==> src/rtl/am29xx_slice_set_if.sv <==
// Bus bundle for the Am2901 ALU slice and the Am2909/2911 sequencer slice.
// The master side (datapath/test driver) drives the slice inputs; the
// slave side is the slice set itself.
interface am29xx_slice_set_if;
  // ALU slice inputs
  logic [3:0] alu_din;
  logic [3:0] alu_a;
  logic [3:0] alu_b;
  logic [2:0] alu_src;
  logic [2:0] alu_op;
  logic [2:0] alu_dest;
  logic       alu_cin;
  logic       ram0_in;
  logic       ram3_in;
  logic       q0_in;
  logic       q3_in;
  // ALU slice outputs
  logic [3:0] alu_y;
  logic       alu_cout;
  logic       alu_zero;
  logic       alu_f3;
  logic       alu_ovr;
  logic       ram0_out;
  logic       ram3_out;
  logic       q0_out;
  logic       q3_out;
  // Sequencer slice inputs
  logic [3:0] seq_din;
  logic [3:0] seq_rin;
  logic [3:0] seq_orin;
  logic       seq_s0;
  logic       seq_s1;
  logic       seq_zero_n;
  logic       seq_cin;
  logic       seq_re_n;
  logic       seq_fe_n;
  logic       seq_pup;
  // Sequencer slice outputs
  logic [3:0] seq_y;
  logic       seq_cout;

  modport master (
    output alu_din, alu_a, alu_b, alu_src, alu_op, alu_dest, alu_cin,
           ram0_in, ram3_in, q0_in, q3_in,
           seq_din, seq_rin, seq_orin, seq_s0, seq_s1, seq_zero_n,
           seq_cin, seq_re_n, seq_fe_n, seq_pup,
    input  alu_y, alu_cout, alu_zero, alu_f3, alu_ovr,
           ram0_out, ram3_out, q0_out, q3_out, seq_y, seq_cout
  );

  modport slave (
    input  alu_din, alu_a, alu_b, alu_src, alu_op, alu_dest, alu_cin,
           ram0_in, ram3_in, q0_in, q3_in,
           seq_din, seq_rin, seq_orin, seq_s0, seq_s1, seq_zero_n,
           seq_cin, seq_re_n, seq_fe_n, seq_pup,
    output alu_y, alu_cout, alu_zero, alu_f3, alu_ovr,
           ram0_out, ram3_out, q0_out, q3_out, seq_y, seq_cout
  );
endinterface

==> src/rtl/am29xx_slice_set.sv <==
// One 4-bit Am2901 ALU slice and one 4-bit Am2909/Am2911 sequencer slice.
// The two slices share only clock and reset; outputs are combinational
// from the held state and the current inputs, as in the original parts.
module am29xx_slice_set #(
  parameter bit IS_2911 = 1'b0  // 1: OR inputs ignored, AR loads from din
) (
  input  logic                 clock,
  input  logic                 reset,
  am29xx_slice_set_if.slave    bus
);

  // ---------------- ALU slice state ----------------
  logic [3:0] ram_q [0:15];
  logic [3:0] q_q;

  logic [3:0] a_data_s, b_data_s;
  logic [3:0] r_s, s_s, opx_s, opy_s, f_s;
  logic [4:0] sum_s;
  logic [3:0] sum_lo_s;
  logic       cout_s, ovr_s;
  logic       ram_we_s, q_we_s;
  logic [3:0] ram_d, q_d;

  assign a_data_s = ram_q[bus.alu_a];
  assign b_data_s = ram_q[bus.alu_b];

  // Operand selection for the R and S inputs of the adder/logic unit
  always_comb begin
    r_s = 4'h0;
    s_s = 4'h0;
    case (bus.alu_src)
      3'd0:    begin r_s = a_data_s;    s_s = q_q;      end
      3'd1:    begin r_s = a_data_s;    s_s = b_data_s; end
      3'd2:    begin r_s = 4'h0;        s_s = q_q;      end
      3'd3:    begin r_s = 4'h0;        s_s = b_data_s; end
      3'd4:    begin r_s = 4'h0;        s_s = a_data_s; end
      3'd5:    begin r_s = bus.alu_din; s_s = a_data_s; end
      3'd6:    begin r_s = bus.alu_din; s_s = q_q;      end
      3'd7:    begin r_s = bus.alu_din; s_s = 4'h0;     end
      default: begin r_s = 4'h0;        s_s = 4'h0;     end
    endcase
  end

  // Adder operand steering: subtracts become additions of the complement
  always_comb begin
    opx_s = r_s;
    opy_s = s_s;
    case (bus.alu_op)
      3'd1:    begin opx_s = s_s; opy_s = ~r_s; end
      3'd2:    begin opx_s = r_s; opy_s = ~s_s; end
      default: begin opx_s = r_s; opy_s = s_s;  end
    endcase
  end

  // Low three bits summed separately to recover the carry into bit 3
  assign sum_lo_s = {1'b0, opx_s[2:0]} + {1'b0, opy_s[2:0]} + {3'b000, bus.alu_cin};
  assign sum_s    = {1'b0, opx_s} + {1'b0, opy_s} + {4'b0000, bus.alu_cin};

  // Function unit: arithmetic ops report carry/overflow, logic ops clear them
  always_comb begin
    f_s    = 4'h0;
    cout_s = 1'b0;
    ovr_s  = 1'b0;
    case (bus.alu_op)
      3'd0, 3'd1, 3'd2: begin
        f_s    = sum_s[3:0];
        cout_s = sum_s[4];
        ovr_s  = sum_lo_s[3] ^ sum_s[4];
      end
      3'd3:    f_s = r_s | s_s;
      3'd4:    f_s = r_s & s_s;
      3'd5:    f_s = ~r_s & s_s;
      3'd6:    f_s = r_s ^ s_s;
      3'd7:    f_s = ~(r_s ^ s_s);
      default: f_s = 4'h0;
    endcase
  end

  // Destination decode: RAM and Q write enables and their shifted data
  always_comb begin
    ram_we_s = 1'b0;
    q_we_s   = 1'b0;
    ram_d    = f_s;
    q_d      = q_q;
    case (bus.alu_dest)
      3'd0:    begin q_we_s = 1'b1; q_d = f_s; end
      3'd1:    begin ram_we_s = 1'b0; end
      3'd2:    begin ram_we_s = 1'b1; ram_d = f_s; end
      3'd3:    begin ram_we_s = 1'b1; ram_d = f_s; end
      3'd4:    begin
        ram_we_s = 1'b1; ram_d = {bus.ram3_in, f_s[3:1]};
        q_we_s   = 1'b1; q_d   = {bus.q3_in, q_q[3:1]};
      end
      3'd5:    begin ram_we_s = 1'b1; ram_d = {bus.ram3_in, f_s[3:1]}; end
      3'd6:    begin
        ram_we_s = 1'b1; ram_d = {f_s[2:0], bus.ram0_in};
        q_we_s   = 1'b1; q_d   = {q_q[2:0], bus.q0_in};
      end
      3'd7:    begin ram_we_s = 1'b1; ram_d = {f_s[2:0], bus.ram0_in}; end
      default: begin ram_we_s = 1'b0; q_we_s = 1'b0; end
    endcase
  end

  // ALU register file and Q register update
  always_ff @(posedge clock or posedge reset) begin
    if (reset) begin
      for (int i = 0; i < 16; i++) ram_q[i] <= 4'h0;
      q_q <= 4'h0;
    end else begin
      if (ram_we_s) ram_q[bus.alu_b] <= ram_d;
      if (q_we_s)   q_q <= q_d;
    end
  end

  assign bus.alu_y    = (bus.alu_dest == 3'd2) ? a_data_s : f_s;
  assign bus.alu_cout = cout_s;
  assign bus.alu_ovr  = ovr_s;
  assign bus.alu_zero = (f_s == 4'h0);
  assign bus.alu_f3   = f_s[3];
  assign bus.ram0_out = f_s[0];
  assign bus.ram3_out = f_s[3];
  assign bus.q0_out   = q_q[0];
  assign bus.q3_out   = q_q[3];

  // ---------------- Sequencer slice state ----------------
  logic [3:0] pc_q, ar_q;
  logic [1:0] sp_q;
  logic [3:0] stk_q [0:3];
  logic [3:0] mux_s, seq_y_s;

  // Address source mux, OR-in and zero forcing
  always_comb begin
    mux_s = 4'h0;
    case ({bus.seq_s1, bus.seq_s0})
      2'd0:    mux_s = pc_q;
      2'd1:    mux_s = ar_q;
      2'd2:    mux_s = stk_q[sp_q];
      2'd3:    mux_s = bus.seq_din;
      default: mux_s = 4'h0;
    endcase
    if (!bus.seq_zero_n) begin
      seq_y_s = 4'h0;
    end else if (IS_2911) begin
      seq_y_s = mux_s;
    end else begin
      seq_y_s = mux_s | bus.seq_orin;
    end
  end

  // PC increment, AR load and stack push/pop
  always_ff @(posedge clock or posedge reset) begin
    if (reset) begin
      pc_q <= 4'h0;
      ar_q <= 4'h0;
      sp_q <= 2'd0;
      for (int i = 0; i < 4; i++) stk_q[i] <= 4'h0;
    end else begin
      pc_q <= seq_y_s + {3'b000, bus.seq_cin};
      if (!bus.seq_re_n) ar_q <= IS_2911 ? bus.seq_din : bus.seq_rin;
      if (!bus.seq_fe_n) begin
        if (bus.seq_pup) begin
          sp_q                 <= sp_q + 2'd1;
          stk_q[sp_q + 2'd1]   <= pc_q;
        end else begin
          sp_q <= sp_q - 2'd1;
        end
      end
    end
  end

  assign bus.seq_y    = seq_y_s;
  assign bus.seq_cout = (seq_y_s == 4'hF) & bus.seq_cin;

endmodule

==> src/flat_wrapper.sv <==
// flat-port wrapper written by rule: the top's interface ports become plain ports
module am29xx_slice_set_flat 
#(
  parameter bit IS_2911 = 1'b0                                            
)
  (clock, reset, bus_alu_din, bus_alu_a, bus_alu_b, bus_alu_src, bus_alu_op, bus_alu_dest, bus_alu_cin, bus_ram0_in, bus_ram3_in, bus_q0_in, bus_q3_in, bus_seq_din, bus_seq_rin, bus_seq_orin, bus_seq_s0, bus_seq_s1, bus_seq_zero_n, bus_seq_cin, bus_seq_re_n, bus_seq_fe_n, bus_seq_pup, bus_alu_y, bus_alu_cout, bus_alu_zero, bus_alu_f3, bus_alu_ovr, bus_ram0_out, bus_ram3_out, bus_q0_out, bus_q3_out, bus_seq_y, bus_seq_cout);
  am29xx_slice_set_if bus_i ();
  input  logic clock;
  input  logic reset;
  input wire logic [$bits(bus_i.alu_din)-1:0] bus_alu_din;
  input wire logic [$bits(bus_i.alu_a)-1:0] bus_alu_a;
  input wire logic [$bits(bus_i.alu_b)-1:0] bus_alu_b;
  input wire logic [$bits(bus_i.alu_src)-1:0] bus_alu_src;
  input wire logic [$bits(bus_i.alu_op)-1:0] bus_alu_op;
  input wire logic [$bits(bus_i.alu_dest)-1:0] bus_alu_dest;
  input wire logic [$bits(bus_i.alu_cin)-1:0] bus_alu_cin;
  input wire logic [$bits(bus_i.ram0_in)-1:0] bus_ram0_in;
  input wire logic [$bits(bus_i.ram3_in)-1:0] bus_ram3_in;
  input wire logic [$bits(bus_i.q0_in)-1:0] bus_q0_in;
  input wire logic [$bits(bus_i.q3_in)-1:0] bus_q3_in;
  input wire logic [$bits(bus_i.seq_din)-1:0] bus_seq_din;
  input wire logic [$bits(bus_i.seq_rin)-1:0] bus_seq_rin;
  input wire logic [$bits(bus_i.seq_orin)-1:0] bus_seq_orin;
  input wire logic [$bits(bus_i.seq_s0)-1:0] bus_seq_s0;
  input wire logic [$bits(bus_i.seq_s1)-1:0] bus_seq_s1;
  input wire logic [$bits(bus_i.seq_zero_n)-1:0] bus_seq_zero_n;
  input wire logic [$bits(bus_i.seq_cin)-1:0] bus_seq_cin;
  input wire logic [$bits(bus_i.seq_re_n)-1:0] bus_seq_re_n;
  input wire logic [$bits(bus_i.seq_fe_n)-1:0] bus_seq_fe_n;
  input wire logic [$bits(bus_i.seq_pup)-1:0] bus_seq_pup;
  output wire logic [$bits(bus_i.alu_y)-1:0] bus_alu_y;
  output wire logic [$bits(bus_i.alu_cout)-1:0] bus_alu_cout;
  output wire logic [$bits(bus_i.alu_zero)-1:0] bus_alu_zero;
  output wire logic [$bits(bus_i.alu_f3)-1:0] bus_alu_f3;
  output wire logic [$bits(bus_i.alu_ovr)-1:0] bus_alu_ovr;
  output wire logic [$bits(bus_i.ram0_out)-1:0] bus_ram0_out;
  output wire logic [$bits(bus_i.ram3_out)-1:0] bus_ram3_out;
  output wire logic [$bits(bus_i.q0_out)-1:0] bus_q0_out;
  output wire logic [$bits(bus_i.q3_out)-1:0] bus_q3_out;
  output wire logic [$bits(bus_i.seq_y)-1:0] bus_seq_y;
  output wire logic [$bits(bus_i.seq_cout)-1:0] bus_seq_cout;
  assign bus_i.alu_din = bus_alu_din;
  assign bus_i.alu_a = bus_alu_a;
  assign bus_i.alu_b = bus_alu_b;
  assign bus_i.alu_src = bus_alu_src;
  assign bus_i.alu_op = bus_alu_op;
  assign bus_i.alu_dest = bus_alu_dest;
  assign bus_i.alu_cin = bus_alu_cin;
  assign bus_i.ram0_in = bus_ram0_in;
  assign bus_i.ram3_in = bus_ram3_in;
  assign bus_i.q0_in = bus_q0_in;
  assign bus_i.q3_in = bus_q3_in;
  assign bus_i.seq_din = bus_seq_din;
  assign bus_i.seq_rin = bus_seq_rin;
  assign bus_i.seq_orin = bus_seq_orin;
  assign bus_i.seq_s0 = bus_seq_s0;
  assign bus_i.seq_s1 = bus_seq_s1;
  assign bus_i.seq_zero_n = bus_seq_zero_n;
  assign bus_i.seq_cin = bus_seq_cin;
  assign bus_i.seq_re_n = bus_seq_re_n;
  assign bus_i.seq_fe_n = bus_seq_fe_n;
  assign bus_i.seq_pup = bus_seq_pup;
  assign bus_alu_y = bus_i.alu_y;
  assign bus_alu_cout = bus_i.alu_cout;
  assign bus_alu_zero = bus_i.alu_zero;
  assign bus_alu_f3 = bus_i.alu_f3;
  assign bus_alu_ovr = bus_i.alu_ovr;
  assign bus_ram0_out = bus_i.ram0_out;
  assign bus_ram3_out = bus_i.ram3_out;
  assign bus_q0_out = bus_i.q0_out;
  assign bus_q3_out = bus_i.q3_out;
  assign bus_seq_y = bus_i.seq_y;
  assign bus_seq_cout = bus_i.seq_cout;
  am29xx_slice_set #(.IS_2911(IS_2911)) u_core (.clock(clock), .reset(reset), .bus(bus_i));
endmodule
==> config.mk <==
export PLATFORM = sky130hd
export DESIGN_NAME = am29xx_slice_set_flat
export DESIGN_NICKNAME = d
export VERILOG_FILES = /design/src/rtl/am29xx_slice_set_if.sv /design/src/rtl/am29xx_slice_set.sv /design/src/flat_wrapper.sv
export SDC_FILE = /design/constraint.sdc
export NUM_CORES = 1
export LEC_CHECK = 0
export CAP_MARGIN = 10
export CORE_AREA = 8 8 133 110
export CTS_CLUSTER_SIZE = 30
export DETAILED_ROUTE_END_ITERATION = 7
export DIE_AREA = 0 0 141 118
export GPL_TIMING_DRIVEN = 0
export PLACE_DENSITY = 0.76
export SYNTH_ARGS = -nofsm -noshare
export SYNTH_HDL_FRONTEND = slang
export SYNTH_SLANG_ARGS = --single-unit
==> constraint.sdc <==
create_clock -name clock -period 4.14 [get_ports clock]
set_clock_uncertainty 0.2 [all_clocks]
set_input_delay 0.414 -clock clock [delete_from_list [all_inputs] [get_ports clock]]
set_output_delay 0.414 -clock clock [all_outputs]
set_load 0.05 [all_outputs]
==> flow_summary.toml <==
[cts]
insertion_delay_ns = 0.35
cts_tree = "built"
clkSinkCount = 94
clockBufferDepth = 2
cts.clk_slew.worst_paths_ns = 0.07
htreeDepth = 3
root_buffer = "clkbuf_16"
cts_buffers = 9

[setup_path]
cp.arrival_ns = 4.00
cp-end-kind = "primary output"
crit_type = "register to primary output"
critPathBufInv = 2
cp-start-kind = "register"
cp_cell_sequence = "mux4_2 -> mux2i_4 -> o22ai_2 -> o211ai_1 -> buf_4 -> a22oi_1 -> o22ai_1 -> ha_1 -> nor2b_1 -> o21a_1 -> or3_1 -> a32oi_2 -> o21ai_4 -> nor4_4 -> buf_6"
cp_max_fo = 4
critPathMaxStageDelay_ns = 0.52
cp_top_family = "compound AO/OA/AOI/OAI gates"
critPathSlowestCell = "mux4_2"
required_ns = 3.53

[floorplanning]
die_w_um = 141
pin_count = 64
core_area_um2 = 12550
rows = 37
die_y_um = 118
start_util_pct = 50.42
die-area_um2 = 16640

[synthesis]
synth_cell_types = 71
synthCells = 576
synth_commonest_cells = "94 x dfrtp_1, 71 x nor2_1, 63 x mux2_2, 33 x a31oi_1, 28 x mux2i_1"
synth_warnings = 0
yosysSeqAreaShare_pct = 37.18
synth.largest_area_cell = "dfrtp_1"
ys.flop_type = "dfrtp_1"
synth_edf_count = 0
synthArstFlopShare_pct = 100.0
syn-num-nets = 638
syn_area_um2 = 6326
netlist_top_cells_area = "dfrtp_1 37%, mux2_2 11%, mux4_2 8.9%"
synth_top_area_share_pct = 37.18
syn_avg_cell_area_um2 = 10.98
ys_ff_latch = 94
synth_most_common_cell = "dfrtp_1"

[layout]
diodes = 0
layout-drive-gt1-share_pct = 35.71
seq_area_um2 = 2352
area_delta_synth_final_pct = 31.31
nets = 743
multi_input_area_um2 = 4185
num-fill-cells = 892

[drt]
drc = 0
firstDrtPassIters = 5
via_per_inst = 6.367
drt_wl_total_um = 18870
vias = 5482
antenna_left = 0
drtIter0Drc = 533
wl_per_cell_um = 21.92

[global_routing]
antenna_found_initial = 0
grt_max_degree = 49
grt_usage_pct = 22.33
grt_pass1_vias = 5606
grt_overflow = 0
grt_pass1_wl_um = 29750

[timing]
fin_ws_ns = -0.4736
setup_viol = 63
hold_violations = 0
fin_crit_sh_pct = 111.4
relSlewSlack_pct = 10.59
rsz0062_at_grt = "true"
tightest_slew_ns = 1.331
min_period_ns = 4.614
achievable-frequency_ghz = 0.2168
drv_slew = 0

[worst_hold_path]
hold_class = "input pin to asynchronous set/reset pin"

[power]
powerDensity_nw_per_um2 = 515.1
p_leak_nw = 3.402
vdd_ir_drop_max_v = 0.0002850
p_total_mw = 4.279

[placed_design]
numPortBuffers = 54
gp_congestion = 0.9275
dp_hpwl_um = 13400
dpl_worst_slack_ns = -1.696

[run]
maxCapViolations = 0

[status]
violations = "negative setup slack"
status = "finished, violations left"
[sequential cells by signal, indices dropped and copies added (netlist names)]
register and flops:
u_core.sp_q 2, u_core.q_q 4, u_core.ar_q 4, u_core.pc_q 4, u_core.ram_q 64, u_core.stk_q 16
[stage by stage]
step | TNS (ns) | util [%] | area [µm²] | hold WS [ns] | std cells
after floorplan | -0.3809 | - | 6446 | 0.2738 | 576
after global placement | -93.40 | 57.43 | 7206 | 0.2821 | 805
after detailed placement | -78.65 | 57.67 | 7236 | 0.2872 | 806
after CTS | -10.61 | 63.49 | 7965 | 0.3043 | 845
after global routing | -22.82 | 66.21 | 8307 | 0.3215 | 861
final | -13.90 | 66.21 | 8307 | 0.2926 | 861
[area by class of cell]
type,instances,share of cell area [%]
repair buffers,94,11.21
flip-flops and latches,94,28.32
clock inverters,7,0.7983
clock buffers,9,2.711
multi-input cells,434,50.38
inverters,17,0.7983
plain buffers,31,3.148
well taps,175,2.636
[kinds of logic (layout without fill, tap and decap cells)]
| kind of cell | Yosys count | count (layout) | share of synthesized area, % |
|---|---|---|---|
| compound gates | 130 | 130 | 15.49 |
| fa+ha+maj | 15 | 15 | 3.204 |
| xor+xnor | 10 | 10 | 1.385 |
| buf+inv | 48 | 158 | 4.015 |
| flops | 94 | 94 | 37.18 |
| mux | 121 | 121 | 26.62 |
| simple gates | 158 | 158 | 12.10 |
[layer usage]
metal  vias up  share of wire, %  wire [µm]  track usage (%)
li1       2413                 -          -                -
met1      2760                41       7648            28.79
met2       269                49       9320            36.88
met3        40               8.3       1569            5.756
met4         0               1.8        331            5.161
met5         -                 0          0                0
[what timing repair did]
item	4_1_cts	5_1_grt
gates resized for setup	148	44
gates cloned	3	1
buffers inserted	20	16
hold buffers	0	0
endpoints found under the setup margin	77	75
pin swaps	18	8
[cells in the final DEF (no fill, tap or decap), drive strengths merged, types with 3 or more instances in the layout]
master | synthesis | routed
dfrtp | 94 | 94
buf | 21 | 73
nor2 | 71 | 71
mux2 | 63 | 63
clkdlybuf4s50 | 0 | 38
a31oi | 33 | 33
mux4 | 30 | 30
mux2i | 28 | 28
nand2 | 22 | 22
inv | 17 | 20
a21oi | 20 | 20
clkbuf | 10 | 18
o21ai | 14 | 14
ha | 13 | 13
o22ai | 13 | 13
nor3 | 11 | 11
nand2b | 10 | 10
nor2b | 9 | 9
xnor2 | 8 | 8
a22oi | 7 | 7
nand3 | 6 | 6
and2 | 6 | 6
and3 | 5 | 5
o31ai | 5 | 5
o211ai | 5 | 5
dlygate4sd2 | 0 | 4
o22a | 3 | 3
or3 | 3 | 3
o21a | 3 | 3
a32oi | 3 | 3
nor4 | 3 | 3
a211oi | 3 | 3
clkinv | 0 | 3
[where the power goes]
part	internal, mW	switching (mW)	total, mW
combinational	1.04	0.932	1.97
clock	0.421	0.388	0.809
sequential	1.23	0.267	1.50
[path summary, 6_finish.rpt]
check                      cells after the start                          from  slack [ns]                           end
min                                            2                         reset        0.29  u_core.ram_q[51]$_DFFE_PP0P_
max in group asynchronous                      3                         reset        2.81   u_core.ram_q[4]$_DFFE_PP0P_
min reg2reg                                    1   u_core.stk_q[5]$_DFFE_PP0P_        0.30   u_core.stk_q[5]$_DFFE_PP0P_
max reg2reg                                   18  u_core.ram_q[37]$_DFFE_PP0P_       -0.36  u_core.ram_q[19]$_DFFE_PP0P_
max                                           15  u_core.ram_q[37]$_DFFE_PP0P_       -0.47                  bus_alu_zero
min in group clock                             1   u_core.stk_q[5]$_DFFE_PP0P_        0.30   u_core.stk_q[5]$_DFFE_PP0P_
Note: power is estimated with default switching activity, not from simulation.
